**src/rtl/conv_arbiter_pkg.sv**
```systemverilog
// Shared types and constants for the two-client converter arbiter.
package conv_arbiter_pkg;

  localparam int unsigned DATA_W  = 8;
  localparam int unsigned STATE_W = 3;
  localparam int unsigned ID_W    = 2;

  typedef logic [DATA_W-1:0] data_t;

  typedef enum logic [STATE_W-1:0] {
    IDLE  = 3'd0,
    START = 3'd1,
    WAIT  = 3'd2,
    ACK   = 3'd3,
    REL   = 3'd4
  } state_e;

  typedef enum logic [ID_W-1:0] {
    C1 = 2'd1,
    C2 = 2'd2
  } client_e;

endpackage

```
**src/rtl/conv_arbiter_if.sv**
```systemverilog
// Client req/ack pairs, converter soc/eoc handshake and the data paths.
interface conv_arbiter_if;
  import conv_arbiter_pkg::*;

  logic  req1;
  logic  req2;
  logic  ack1;
  logic  ack2;
  data_t dout;
  logic  soc;
  logic  eoc;
  data_t x;

  // master: clients plus converter; slave: the arbiter
  modport master (output req1, req2, eoc, x, input ack1, ack2, dout, soc);
  modport slave  (input req1, req2, eoc, x, output ack1, ack2, dout, soc);

endinterface

```
**src/rtl/conv_arbiter_rr_pick.sv**
```systemverilog
// Combinational round-robin picker: on a tie the client that was not served last wins.
module conv_arbiter_rr_pick
  import conv_arbiter_pkg::*;
(
  input  logic    req1,
  input  logic    req2,
  input  client_e last,
  output logic    grant_c,
  output client_e winner_c
);

  always_comb begin
    grant_c  = req1 | req2;
    winner_c = C1;
    if (req1 && req2) begin
      winner_c = (last == C1) ? C2 : C1;
    end else if (req2) begin
      winner_c = C2;
    end
  end

endmodule

```
**src/rtl/conv_arbiter.sv**
```systemverilog
// Shares one soc/eoc converter between two 4-phase clients with round-robin arbitration.
module conv_arbiter
  import conv_arbiter_pkg::*;
(
  input  logic           clock,
  input  logic           reset_,
  conv_arbiter_if.slave  bus
);

  state_e  state;
  client_e g;
  client_e last;
  logic    soc;
  logic    ack1;
  logic    ack2;
  data_t   dout;

  logic    pick_valid_c;
  client_e pick_c;
  logic    req_g_c;

  conv_arbiter_rr_pick u_pick (
    .req1     (bus.req1),
    .req2     (bus.req2),
    .last     (last),
    .grant_c  (pick_valid_c),
    .winner_c (pick_c)
  );

  assign req_g_c = (g == C1) ? bus.req1 : bus.req2;

  // Sequencer: grants only while the converter reports idle, outputs are registered
  always_ff @(posedge clock or negedge reset_) begin
    if (!reset_) begin
      state <= IDLE;
      g     <= C1;
      last  <= C2;
      soc   <= 1'b0;
      ack1  <= 1'b0;
      ack2  <= 1'b0;
      dout  <= '0;
    end else begin
      case (state)
        IDLE: begin
          if (bus.eoc && pick_valid_c) begin
            g     <= pick_c;
            soc   <= 1'b1;
            state <= START;
          end
        end
        START: begin
          if (!bus.eoc) begin
            soc   <= 1'b0;
            state <= WAIT;
          end
        end
        WAIT: begin
          if (bus.eoc) begin
            dout  <= bus.x;
            ack1  <= (g == C1);
            ack2  <= (g == C2);
            state <= ACK;
          end
        end
        ACK: begin
          if (!req_g_c) begin
            ack1  <= 1'b0;
            ack2  <= 1'b0;
            state <= REL;
          end
        end
        REL: begin
          last  <= g;
          state <= IDLE;
        end
        default: begin
          soc   <= 1'b0;
          ack1  <= 1'b0;
          ack2  <= 1'b0;
          state <= IDLE;
        end
      endcase
    end
  end

  assign bus.soc  = soc;
  assign bus.ack1 = ack1;
  assign bus.ack2 = ack2;
  assign bus.dout = dout;

endmodule

```
**src/flat_wrapper.sv**
```systemverilog
// flat-port wrapper written by rule: the top's interface ports become plain ports
module conv_arbiter_flat import conv_arbiter_pkg::*;
  (clock, reset_, bus_req1, bus_req2, bus_eoc, bus_x, bus_ack1, bus_ack2, bus_dout, bus_soc);
  conv_arbiter_if bus_i ();
  input  logic clock;
  input  logic reset_;
  input wire logic [$bits(bus_i.req1)-1:0] bus_req1;
  input wire logic [$bits(bus_i.req2)-1:0] bus_req2;
  input wire logic [$bits(bus_i.eoc)-1:0] bus_eoc;
  input wire logic [$bits(bus_i.x)-1:0] bus_x;
  output wire logic [$bits(bus_i.ack1)-1:0] bus_ack1;
  output wire logic [$bits(bus_i.ack2)-1:0] bus_ack2;
  output wire logic [$bits(bus_i.dout)-1:0] bus_dout;
  output wire logic [$bits(bus_i.soc)-1:0] bus_soc;
  assign bus_i.req1 = bus_req1;
  assign bus_i.req2 = bus_req2;
  assign bus_i.eoc = bus_eoc;
  assign bus_i.x = bus_x;
  assign bus_ack1 = bus_i.ack1;
  assign bus_ack2 = bus_i.ack2;
  assign bus_dout = bus_i.dout;
  assign bus_soc = bus_i.soc;
  conv_arbiter u_core (.clock(clock), .reset_(reset_), .bus(bus_i));
endmodule
```
**config.mk**
```make
export PLATFORM = sky130hd
export DESIGN_NAME = conv_arbiter_flat
export DESIGN_NICKNAME = d
export VERILOG_FILES = /design/src/rtl/conv_arbiter_pkg.sv /design/src/rtl/conv_arbiter_if.sv /design/src/rtl/conv_arbiter_rr_pick.sv /design/src/rtl/conv_arbiter.sv /design/src/flat_wrapper.sv
export SDC_FILE = /design/constraint.sdc
export NUM_CORES = 1
export LEC_CHECK = 0
export CAP_MARGIN = 15
export CORE_MARGIN = 5
export CORE_UTILIZATION = 44
export CTS_CLUSTER_SIZE = 30
export DETAILED_ROUTE_END_ITERATION = 6
export GPL_TIMING_DRIVEN = 0
export PLACE_DENSITY = 0.76
export SKIP_LAST_GASP = 1
export SYNTH_ARGS = -nofsm -noshare
export SYNTH_HDL_FRONTEND = slang
export SYNTH_SLANG_ARGS = --single-unit
```
**constraint.sdc**
```tcl
create_clock -name clock -period 1.7 [get_ports clock]
set_input_delay 0.51 -clock clock [delete_from_list [all_inputs] [get_ports clock]]
set_output_delay 0.51 -clock clock [all_outputs]
set_load 0.1 [all_outputs]
```
==> results by group <==
Timing
  • Max Slew Vio Count: 0
  • Final setup fails: 0
  • Setup slack after layout: 0.0674 ns
  • Final setup TNS: 0 ns
  • Achievable Freq: 613 MHz
  • Final period utilization: 0.960
  • Worst rel slew slack: 0.490
  • Layout Skew: approximately 0.0011 ns
  • Final hold vios: 0
  • Min cycle time layout: between 1.5 and 2 ns
  • Worst-Margin Slew: 0.763 ns
  • RSZ-0062 raised after global routing: no

Clocking
  • Clock Pin Slew Worst Setup and Hold Paths: about 0.10 ns
  • Clock Latency Late Sink: roughly 0.29 ns
  • CTS H-tree lvls: 1
  • CTS tree: done
  • Clk root buf: clkbuf_4
  • CTS buffer count: 3
  • Sinks on Clock Net: 18
  • Clk buf depth: 2
  • Setup Fix Bufs, Post-CTS: 0

Floorplanning
  • Ports: 24
  • DIE WIDTH: about 52 microns
  • Core Area: 1710 sq um
  • Die area: 2710 sq um
  • Die height: 52.1 microns
  • Cell Rows: 15
  • Initial cell density of the core: 0.456

Yosys
  • Yosys warning count: 0
  • Synth unique cells: 25
  • Yosys reg bits: 18
  • Post-Syn Nets: 74
  • Synth area leader: dfrtp_1
  • Post-synth top area share: 0.514
  • Dominant cells by area after synthesis: dfrtp_1 (51%), mux2_2 (13%), dfstp_2 (6.8%)
  • Synthesized area: approximately 780 sq um
  • Mapped Cells: 61
  • Synth Area per Inst: 12.8 sq um
  • Sequential area share after synthesis: 0.582

Final layout
  • Final instance area: between 1000 and 1500 sq um
  • Layout cells sized above 1: 0.364
  • Syn-to-layout area delta: 31.2%
  • Area of the multi-input gates: 299 sq um
  • Storage cell area: ~450 sq um
  • Filler Cell Count: 146
  • Post-Layout Cell Count: 113
  • Diodes inserted: 0
  • Total Nets Final: 102

Drt
  • # DRC: 0
  • Final WL: roughly 1500 microns
  • Routed len/inst: about 13 microns
  • Detailed-router iteration count before antenna repair: 2
  • Vias/cell: 4.98
  • Starting DRT DRC Count: 4
  • Vias: 563
  • DRT antenna net count: 0

Critical path
  • Nature of the critical path startpoint: input pin
  • WS Path Type: input pin to flip-flop
  • Critical path required time: 1.88 ns
  • WP data arrival: 1.81 ns
  • Largest stage delay, worst path: 0.57 ns
  • Setup crit end kind: flip-flop
  • R2R cell count: 5
  • Crit-path cells: clkdlybuf4s50_1 > nor3b_2 > buf_6 > mux2_2
  • CP max-delay cell: clkdlybuf4s50_1
  • Worst-path fanout max: 10

Global routing
  • GRT Util Overall: 0.127
  • Grt total ovfl: 0
  • Initial antenna violation count: 0
  • Number of global-route vias before repair: ~580
  • First-pass GRT wire length: roughly 2500 microns
  • Largest net degree at the start of global routing: 19

Run status
  • Status: completed

Min path
  • Worst Hold Depth: 1
  • Worst hold path class: flip-flop to flip-flop

Placed design
  • DP Worst Slack: -0.298 ns
  • Routability congestion estimate: 0.723
  • Dpl cells: ~110
  • Dpl hpwl: approximately 1200 microns
  • Dpl cell area: a little over 1000 sq um
  • IO buf count: 23

Job
  • MaxCap Viol Count: 0
==> per-stage QoR <==
stage / hold slack [ns] / utilization
after floorplan: 0.214 / -
after global placement: 0.461 / 0.609
after detailed placement: 0.486 / 0.609
after CTS: 0.504 / 0.598
after global routing: 0.516 / 0.598
final: 0.499 / 0.598
==> repair_timing <==
action,in CTS,in global routing
gates resized for setup,55,0
hold buffers,0,0
setup endpoints to repair,11,0
==> layout by cell type (no fill, tap or decap), drive strengths merged <==
cell	n
dfrtp	16
clkdlybuf4s50	12
buf	12
mux2	9
o21ai	5
nand2	5
inv	4
clkbuf	4
a21oi	3
dfstp	2
nor2	1
o211a	1
and4	1
nor3b	1
nor2b	1
mux2i	1
o31ai	1
a32o	1
and2	1
or4	1
and2b	1
o31a	1
o221ai	1
a21o	1
o211ai	1
a22o	1
==> layout make-up <==
| cell class | count | share of cell area |
|---|---|---|
| well taps | 25 | 0.0306 |
| repair buffers | 23 | 0.172 |
| plain buffers | 1 | 0.0110 |
| multi-input cells | 38 | 0.293 |
| flip-flops and latches | 18 | 0.444 |
| inverters | 4 | 0.0147 |
| clock buffers | 4 | 0.0355 |
==> cell families after synthesis <==
kind of cell / synth area share
muxes: 0.143
DFF: 0.582
and+or+nand+nor: 0.0997
AOI/OAI and AO/OA: 0.141
buffers and inverters: 0.0338
==> path summary, 6_finish.rpt <==
check	from	end	slack, ns
max	bus_eoc	u_core.bus.dout[3]$_DFFE_PN0P_	0.07
min	u_core.bus.ack2$_DFFE_PN0P_	u_core.bus.ack2$_DFFE_PN0P_	0.50
max reg2reg	u_core.state[2]$_DFFE_PN0P_	u_core.bus.dout[3]$_DFFE_PN0P_	0.23
min reg2reg	u_core.bus.ack2$_DFFE_PN0P_	u_core.bus.ack2$_DFFE_PN0P_	0.50
max in group asynchronous	reset_	u_core.bus.dout[1]$_DFFE_PN0P_	0.57
min in group asynchronous	reset_	u_core.last[0]$_DFFE_PN0N_	0.66
==> cell usage after synthesis <==
cell type / number
a21o_1: 1
a21oi_1: 3
a22o_2: 1
a32o_1: 1
and2_1: 1
and2b_2: 1
and4_1: 1
buf_6: 1
dfrtp_1: 16
dfstp_2: 2
inv_1: 4
mux2_2: 9
mux2i_1: 1
nand2_1: 4
nand2_2: 1
nor2_1: 1
nor2b_2: 1
nor3b_2: 1
o211a_1: 1
o211ai_1: 1
o21ai_0: 5
o221ai_1: 1
o31a_1: 1
o31ai_1: 1
or4_1: 1
==> metal layers <==
metal  vias up  track usage  share of wire
met5         -            0              0
met2         8        0.205           0.53
met4         0       0.0786          0.012
met3         2       0.0201          0.030
met1       280        0.155           0.42
li1        273            -              -
==> sequential cells by signal, summed over array words and instances, names as in the netlist <==
name             flops
u_core.bus.ack2      1
u_core.bus.soc       1
u_core.bus.ack1      1
u_core.bus.dout      8
u_core.last          2
u_core.state         3
u_core.g             2
==> critical path, delay by kind of cell <==
| family | cells | cell delay, ns |
|---|---|---|
| buffers and inverters | 2 | 0.74 |
| multiplexers | 1 | 0.34 |
| AND/OR/NAND/NOR | 1 | 0.22 |
Power is left out: the tool's default activity adds up to more than one toggle a clock period on the data nets, which glitch-free logic cannot reach.
